[src/rtl/maze_pkg.sv]
// -----------------------------------------------------------------------------
// maze_pkg
// Shared definitions for the rat-maze map loader.
//   - loader_state_t : loader FSM states (CHECK is reachable only when the
//                      MAZE_CHECK_EN macro is defined)
//   - MAZE_N         : default maze dimension (N x N cells, power of 2)
//   - COORD_W        : coordinate width for MAZE_N
//   - WALL           : cell value that marks a wall in the map memory
// -----------------------------------------------------------------------------
package maze_pkg;

    typedef enum logic [2:0] {
        IDLE,
        WRITE,
        ACCEPT,
        START,
        RELEASE,
        SOLVE,
        CHECK
    } loader_state_t;

    localparam int MAZE_N  = 16;
    localparam int COORD_W = $clog2(MAZE_N);

    localparam logic WALL = 1'b1;

endpackage

[src/rtl/maze_row_shifter.sv]
// -----------------------------------------------------------------------------
// maze_row_shifter
// Holds the maze row currently being written and presents one cell of it.
// Ports:
//   clk     : rising-edge clock
//   rst     : synchronous reset, active-low
//   load    : capture row_in this cycle (row stream handshake)
//   row_in  : N-bit row, bit x = cell x of the row
//   sel_x   : column whose cell is presented on bit_out
//   bit_out : row_q[sel_x], the cell value to write to memory
// -----------------------------------------------------------------------------
module maze_row_shifter
    import maze_pkg::*;
#(
    parameter int N       = MAZE_N,
    parameter int COORD_W = $clog2(N)
) (
    input  logic               clk,
    input  logic               rst,
    input  logic               load,
    input  logic [N-1:0]       row_in,
    input  logic [COORD_W-1:0] sel_x,
    output logic               bit_out
);

    logic [N-1:0] row_q;
    logic [N-1:0] row_d;

    always_comb begin
        row_d = row_q;
        if (load) begin
            row_d = row_in;
        end
    end

    always_ff @(posedge clk) begin
        if (!rst) begin
            row_q <= '0;
        end else begin
            row_q <= row_d;
        end
    end

    assign bit_out = row_q[sel_x];

endmodule

[src/rtl/maze_loader.sv]
// -----------------------------------------------------------------------------
// maze_loader
// Writer side of the rat-maze map memory. Accepts maze rows from a
// valid/ready stream, writes them one cell per cycle into the 1-bit-per-cell
// map memory, issues the start/~start pair to the solver, then leaves the
// memory bus to the solver until it reports done or fail and latches that
// result.
//
// Optional feature: define MAZE_CHECK_EN to add a one-cycle CHECK state after
// the final write. If the entry cell (0,0) or exit cell (N-1,N-1) is a wall the
// loader reports fail immediately without starting the solver.
//
// Ports:
//   clk, rst            : clock, synchronous active-low reset
//   in_valid/in_row     : row stream input (bit x = cell (x, current row))
//   in_ready            : loader accepts a row this cycle
//   cen, WR             : memory enable / write strobe (loader cycles only)
//   mem_x, mem_y        : cell address
//   mem_din             : cell value written
//   start               : solver start handshake
//   solver_done/fail    : solver result levels (sampled in SOLVE only)
//   busy                : load or solve in progress
//   res_valid, res_fail : latched result, held until the next accepted row
// -----------------------------------------------------------------------------
module maze_loader
    import maze_pkg::*;
#(
    parameter int N       = MAZE_N,
    parameter int COORD_W = $clog2(N)
) (
    input  logic               clk,
    input  logic               rst,
    input  logic               in_valid,
    input  logic [N-1:0]       in_row,
    output logic               in_ready,
    output logic               cen,
    output logic               WR,
    output logic [COORD_W-1:0] mem_x,
    output logic [COORD_W-1:0] mem_y,
    output logic               mem_din,
    output logic               start,
    input  logic               solver_done,
    input  logic               solver_fail,
    output logic               busy,
    output logic               res_valid,
    output logic               res_fail
);

    localparam logic [COORD_W-1:0] LAST = COORD_W'(N - 1);

    loader_state_t      state_q, state_d;
    logic [COORD_W-1:0] x_q, x_d;
    logic [COORD_W-1:0] y_q, y_d;
    logic               res_valid_q, res_valid_d;
    logic               res_fail_q, res_fail_d;
    logic               row_load;
    logic               cell_bit;

`ifdef MAZE_CHECK_EN
    logic               corner_first_q, corner_first_d;
    logic               corner_last_q, corner_last_d;
`endif

    maze_row_shifter #(
        .N       (N),
        .COORD_W (COORD_W)
    ) u_row (
        .clk     (clk),
        .rst     (rst),
        .load    (row_load),
        .row_in  (in_row),
        .sel_x   (x_q),
        .bit_out (cell_bit)
    );

    // Next-state and output logic. Outputs are decoded from the current state,
    // so a reset returns every strobe to 0 in the following cycle.
    // Counters never wrap: each sweep ends on the x==N-1 / y==N-1 compares and
    // the counters are re-zeroed by the next row handshake.
    always_comb begin
        state_d     = state_q;
        x_d         = x_q;
        y_d         = y_q;
        res_valid_d = res_valid_q;
        res_fail_d  = res_fail_q;
        row_load    = 1'b0;
        in_ready    = 1'b0;
        cen         = 1'b0;
        WR          = 1'b0;
        mem_x       = '0;
        mem_y       = '0;
        mem_din     = 1'b0;
        start       = 1'b0;
        busy        = 1'b1;
`ifdef MAZE_CHECK_EN
        corner_first_d = corner_first_q;
        corner_last_d  = corner_last_q;
`endif

        case (state_q)
            IDLE: begin
                in_ready = 1'b1;
                busy     = 1'b0;
                if (in_valid) begin
                    row_load    = 1'b1;
                    x_d         = '0;
                    y_d         = '0;
                    res_valid_d = 1'b0;
                    state_d     = WRITE;
                end
            end

            WRITE: begin
                cen     = 1'b1;
                WR      = 1'b1;
                mem_x   = x_q;
                mem_y   = y_q;
                mem_din = cell_bit;
`ifdef MAZE_CHECK_EN
                if (x_q == '0 && y_q == '0) begin
                    corner_first_d = cell_bit;
                end
                if (x_q == LAST && y_q == LAST) begin
                    corner_last_d = cell_bit;
                end
`endif
                if (x_q == LAST) begin
                    if (y_q == LAST) begin
`ifdef MAZE_CHECK_EN
                        state_d = CHECK;
`else
                        state_d = START;
`endif
                    end else begin
                        state_d = ACCEPT;
                    end
                end else begin
                    x_d = x_q + 1'b1;
                end
            end

            ACCEPT: begin
                in_ready = 1'b1;
                if (in_valid) begin
                    row_load = 1'b1;
                    y_d      = y_q + 1'b1;
                    x_d      = '0;
                    state_d  = WRITE;
                end
            end

            START: begin
                start   = 1'b1;
                state_d = RELEASE;
            end

            // start held low for one cycle so the solver sees start then ~start
            RELEASE: begin
                state_d = SOLVE;
            end

            // Memory bus left to the solver; fail has priority over done.
            SOLVE: begin
                if (solver_fail) begin
                    res_valid_d = 1'b1;
                    res_fail_d  = 1'b1;
                    state_d     = IDLE;
                end else if (solver_done) begin
                    res_valid_d = 1'b1;
                    res_fail_d  = 1'b0;
                    state_d     = IDLE;
                end
            end

            CHECK: begin
`ifdef MAZE_CHECK_EN
                // A walled entry or exit cannot be solved, so skip the solver.
                if (corner_first_q == WALL || corner_last_q == WALL) begin
                    res_valid_d = 1'b1;
                    res_fail_d  = 1'b1;
                    state_d     = IDLE;
                end else begin
                    state_d = START;
                end
`else
                state_d = IDLE;
`endif
            end

            default: begin
                state_d = IDLE;
            end
        endcase
    end

    // State, counter and result registers. A reset mid-write simply abandons
    // the sweep; whatever was already written stays in memory.
    always_ff @(posedge clk) begin
        if (!rst) begin
            state_q     <= IDLE;
            x_q         <= '0;
            y_q         <= '0;
            res_valid_q <= 1'b0;
            res_fail_q  <= 1'b0;
`ifdef MAZE_CHECK_EN
            corner_first_q <= 1'b0;
            corner_last_q  <= 1'b0;
`endif
        end else begin
            state_q     <= state_d;
            x_q         <= x_d;
            y_q         <= y_d;
            res_valid_q <= res_valid_d;
            res_fail_q  <= res_fail_d;
`ifdef MAZE_CHECK_EN
            corner_first_q <= corner_first_d;
            corner_last_q  <= corner_last_d;
`endif
        end
    end

    assign res_valid = res_valid_q;
    assign res_fail  = res_fail_q;

endmodule
[config.mk]
export PLATFORM = sky130hd
export DESIGN_NAME = maze_loader
export DESIGN_NICKNAME = d
export VERILOG_FILES = /design/src/rtl/maze_pkg.sv /design/src/rtl/maze_row_shifter.sv /design/src/rtl/maze_loader.sv
export SDC_FILE = /design/constraint.sdc
export NUM_CORES = 1
export LEC_CHECK = 0
export CORE_MARGIN = 5
export CORE_UTILIZATION = 45
export DETAILED_ROUTE_END_ITERATION = 7
export PLACE_DENSITY = 0.83
export SLEW_MARGIN = 20
export SYNTH_ARGS = -nofsm -noshare
export SYNTH_HDL_FRONTEND = slang
export SYNTH_SLANG_ARGS = --single-unit
[constraint.sdc]
create_clock -name clk -period 2 [get_ports clk]
set_input_delay 0.4 -clock clk [delete_from_list [all_inputs] [get_ports clk]]
set_output_delay 0.4 -clock clk [all_outputs]
set_load 0.02 [all_outputs]
======== After elaboration in Yosys (flattened, before gate mapping) ========
Cells that the tools add are included.
cells by class
  order comparisons ....................... 1
  eq/ne operators ......................... 13
  mux-type cells .......................... 28
  add/subtract/negate cells ............... 2
  reduce and logical (&&, ||, !) cells .... 11
operators by type and width
  kind                                                                          count
  4-bit two-way mux                                                             5
  4-bit one-hot mux with 2 select lines                                         2
  3-bit one-hot mux with 5 select lines                                         1
  1-bit two-way mux                                                             14
  3-bit two-way mux                                                             4
  3-bit AND reduction                                                           4
  4-bit by 1-bit adder with 4-bit output, second input constant                 2
  4-bit equality test, second input constant                                    2
  2-bit inequality test, second input constant                                  4
  2-bit nonzero test                                                            4
  3-bit by 2-bit equality test with 1-bit output, second input constant         2
  3-bit equality test, second input constant                                    2
  4-bit by 5-bit less-than comparator with 1-bit output, second input constant  1
  1-bit binary-select mux with 4-bit select                                     1
  3-bit by 1-bit equality test with 1-bit output, second input constant         1
  3-bit logical NOT                                                             1
  3-bit inequality test, second input constant                                  1
  2-bit by 1-bit inequality test with 1-bit output, second input constant       1
  1-bit one-hot mux with 2 select lines                                         1
  2-bit AND reduction                                                           1
  2-bit OR reduction                                                            1
storage, ports and cells
  register bits after elaboration ......... 29
  logic and storage cells ................. 61
  input port bits ......................... 21

======== Longest topological paths before layout ========
  depth in word-level cells ............... 4
  gate-level depth with buffers ........... 7

======== Modules after synthesis ========
Synthesis repeated with hierarchy kept, for this count alone.
unflattened totals
  cells, all modules ...................... 145
  area, all modules ....................... 1,447.6 sq um
modules (own cells, without submodules)
  module            times used  cells each  area an instance (sq um)
  maze_row_shifter  1           58          732.0
  maze_loader       1           87          715.7

======== Worst setup path before layout ========
OpenSTA, ideal clock, no wires.
  kind .................................... flip-flop to output port
  start ................................... register x_q[0]
  end ..................................... output port mem_din
  cell stages (with the launch flop) ...... 6
  slack ................................... 0.243 ns
  path buffers ............................ 1
  data required time ...................... 1.600 ns
  arrival time ............................ 1.357 ns
  cells stage by stage .................... dfxtp_1 > buf_2 > mux2i_1 > a22oi_1 > o2111ai_1 > a21oi_1
on the way
  cells in the longest elaborated chain, start to end .. 3
ends and longest elaborated chain
  item                                       line                    text
  from (decl)                                maze_loader.sv:52       logic [COORD_W-1:0] x_q, x_d;
  from (signal assigned)                     maze_loader.sv:201      x_q <= '0;
  from (signal assigned)                     maze_loader.sv:211      x_q <= x_d;
  1-bit binary-select mux with 4-bit select  maze_row_shifter.sv:44  assign bit_out = row_q[sel_x];
  1-bit two-way mux (implied by the code)    maze_row_shifter.sv:44
  1-bit two-way mux                          maze_loader.sv:100      case (state_q)
  to (decl)                                  maze_loader.sv:40       output logic mem_din,
Every way passes these cells. The select of a mux whose other input is x is not followed.

======== Worst setup path after layout ========
Ends and elaborated chain as after synthesis.

==> summary.md <==
| Metric | Value |
|---|---|
| F_max | `approximately 500 MHz` |
| Cell row count | `20` |
| CTS Hold Bufs | `0` |
| Layout area overhead | `33.8%` |
| Actual slew at the worst max-slew pin | `0.618 ns` |
| Max H-tree Level | `2` |
| Clock transition at the registers of the reported paths | `approximately 0.090 ns` |
| Global route overflow | `0` |
| Hold Path Class | `reg -> reg` |
| Fin util | `63.3%` |
| Cell Area, Synth | `1460 µm²` |
| Core area | `3080 µm²` |
| Clock Sinks | `29` |
| Setup Fix Bufs, Post-CTS | `0` |
| Mapped Cells | `181` |
| Sequential share of the synthesized area | `39.9%` |
| Fin area | `between 1500 and 2000 µm²` |
| Tmin final | `1.96 ns` |
| LEAKAGE | `0.792 nW` |
| Final TNS setup | `0 ns` |
| Power Density | `roughly 710 nW/µm²` |
| Commonest non-fill, non-tap cell in the layout | `nand2_1` |
| Antenna violations before repair | `0` |
| Tot Pwr | `about 1.4 mW` |
| Routed length per instance | `12.6 µm` |
| CP arrival | `1.56 ns` |
| Root Buffer Master | `clkbuf_4` |
| Setup Viol. Count Final | `0` |
| Top cells by area, synth | `dfxtp_1, nand2_1, a21boi_0, mux2i_1, a21oi_1` |
| I/O pin total | `37` |
| Critical-path maximum fanout | `5` |
| Post-synth top area cell | `dfxtp_1` |
| Met3 usage | `4.22%` |
| Clock Power Share | `between 20 and 30%` |
| DP Area | `1930 µm²` |
| Die Wd | `66.9 µm` |
| Pre-antenna DRT Iters | `4` |
| #FFs+latches synth | `29` |
| Sequential share of power | `46.5%` |
| Via count of the routed design | `~1400` |
| Max Cap Violations | `0` |
| Final slew viol count | `0` |
| Yosys Warn Count | `0` |
| Mapped Avg Cell Area | `between 8 and 9 µm²` |
| Final nets | `249` |
| Grt met2 use | `27.5%` |
| Clock tree buffer depth | `2` |
| Post-DP HPWL | `2530 µm` |
| DR iter-0 viols | `50` |
| Startpoint Class | `flip-flop` |
| GPL Wtd Cong | `between 0.8 and 0.9` |
| Final Hold Fails | `0` |
| Vias per cell | `5.08` |
| Total track usage | `16.1%` |
| Die height | `66.9 µm` |
| First-pass GRT wire length | `5420 µm` |
| Met1 track demand over resource | `18.9%` |
| Switching share of total power | `29.8%` |
| Syn_nets | `204` |
| RSZ-0062 raised after global routing | `true` |
| Drc violations | `0` |
| Critical setup path kind | `reg -> out` |
| Post-synth top area share | `39.9%` |
| Post-synth cell types | `34` |
| Worst Skew | `0.00862 ns` |
| Num CTS Buffers | `5` |
| IO Port Bufs | `36` |
| Post-route ant nets | `0` |
| Vias in the first global route | `1215` |
| Worst-Skew Late Latency | `between 0.3 and 0.4 ns` |
| Nature of the critical path endpoint | `output pin` |
| Critical Path RT | `1.60 ns` |
| Switch Pwr | `between 0.4 and 0.5 mW` |
| Status | `finished, final reports clean` |
| Maximum number of pins on one net before global-route repair | `21` |
| Most frequent cells in the layout | `nand2_1, dfxtp_1, clkdlybuf4s50_1` |
| Share of cells above drive strength 1 | `18.1%` |
| Int Pwr | `a little under 1 mW` |
| Share of the clock period used by the worst path after layout | `98.0%` |
| CTS tree | `built` |
| Slew HR | `58.7%` |
| Gate power share | `28.2%` |
| Detailed Route WL | `between 3000 and 4000 µm` |
| Die area | `4470 µm²` |
| Initial Utilization | `a little under half` |
| Ant. Diodes | `0` |
| Top Usage Layer GRT | `met2` |
| Peak supply drop | `0.496 mV` |
[cell type report]
| cell class | count | area (µm²) |
|---|---|---|
| repair buffers | 50 | 433 |
| multi-input cells | 136 | 807 |
| well taps | 44 | 55.1 |
| fillers | 279 | 1130 |
| clock buffers | 7 | 55.1 |
| flip-flops and latches | 29 | 582 |
| inverters | 4 | 17.5 |
[power by group through the flow]
| stage | Sequential [mW] | Clock (mW) | Combinational, mW |
|---|---|---|---|
| final | 0.644 | 0.351 | 0.390 |
| after global routing | 0.649 | 0.381 | 0.423 |
| after CTS | 0.644 | 0.357 | 0.395 |
| after detailed placement | 0.656 | 0 | 0.394 |
| after global placement | 0.655 | 0 | 0.387 |
| after floorplan | 0.652 | 0 | 0.230 |
[routing by layer]
metal	part of all wire, %	wire length, µm
met1	44	1510
met2	48	1650
met3	5.8	198
met4	1.5	51
met5	0	0
[path summary, 6_finish.rpt]
path / endpoint / cells after the start / from / slack [ns]
max: mem_din / 5 / x_q[0]$_SDFFE_PN0P_ / 0.04
min: res_valid$_SDFFE_PN0P_ / 2 / res_valid$_SDFFE_PN0P_ / 0.45
max reg2reg: state_q[1]$_SDFFE_PN0P_ / 6 / x_q[1]$_SDFFE_PN0P_ / 0.41
min reg2reg: res_valid$_SDFFE_PN0P_ / 2 / res_valid$_SDFFE_PN0P_ / 0.45
[synthesized netlist by cell type, drive strengths merged]
master / number
a21oi: 9
and3b: 1
nor2b: 3
inv: 3
buf: 8
clkinv: 1
xor2: 2
a22oi: 3
nor3b: 2
or3b: 1
mux2i: 6
nand4: 2
o21ai: 7
a21boi: 16
or3: 2
xnor2: 1
o211a: 1
dfxtp: 29
nand3: 3
a221oi: 1
nor4b: 1
nand2: 47
and2: 8
a211oi: 1
clkbuf: 4
nor3: 1
ha: 2
mux2: 2
nor2: 11
a31oi: 1
o2111ai: 2
[state kept, by name (all words and copies together) (netlist names)]
signal / flops
res_fail: 1
res_valid: 1
state_q: 3
u_row.row_q: 16
x_q: 4
y_q: 4
[worst max-delay path: stages, from the launching register on]
cell	delay, ns
dfxtp_2	0.36
buf_6	0.13
mux2_2	0.33
o2111ai_1	0.17
a21oi_1	0.09
buf_4	0.16
[stage by stage]
stage	setup slack [ns]	instances	hold WS, ns
3_5_place_dp	-0.0822	263	0.439
6_report	0.0399	270	0.452
3_3_place_gp	-0.0694	263	0.436
4_1_cts	0.00684	270	0.454
2_1_floorplan	0.243	181	0.440
5_1_grt	-0.0321	270	0.482
[cell families after synthesis]
kind of cell / synth area share [%]
DFF: 39.9
muxes: 5.67
xor gates and xnor gates: 1.80
adders and majority gates: 1.72
and+or+nand+nor: 26.2
AOI/OAI and AO/OA: 19.5
buffers and inverters: 5.24
[what timing repair did]
| action | 4_1_cts | 5_1_grt |
|---|---|---|
| cloned | 0 | 0 |
| setup endpoints to repair | 13 | 12 |
| gates resized for setup | 37 | 15 |
| pin swaps | 0 | 3 |
No activity file was read; power rests on OpenSTA's default activity.
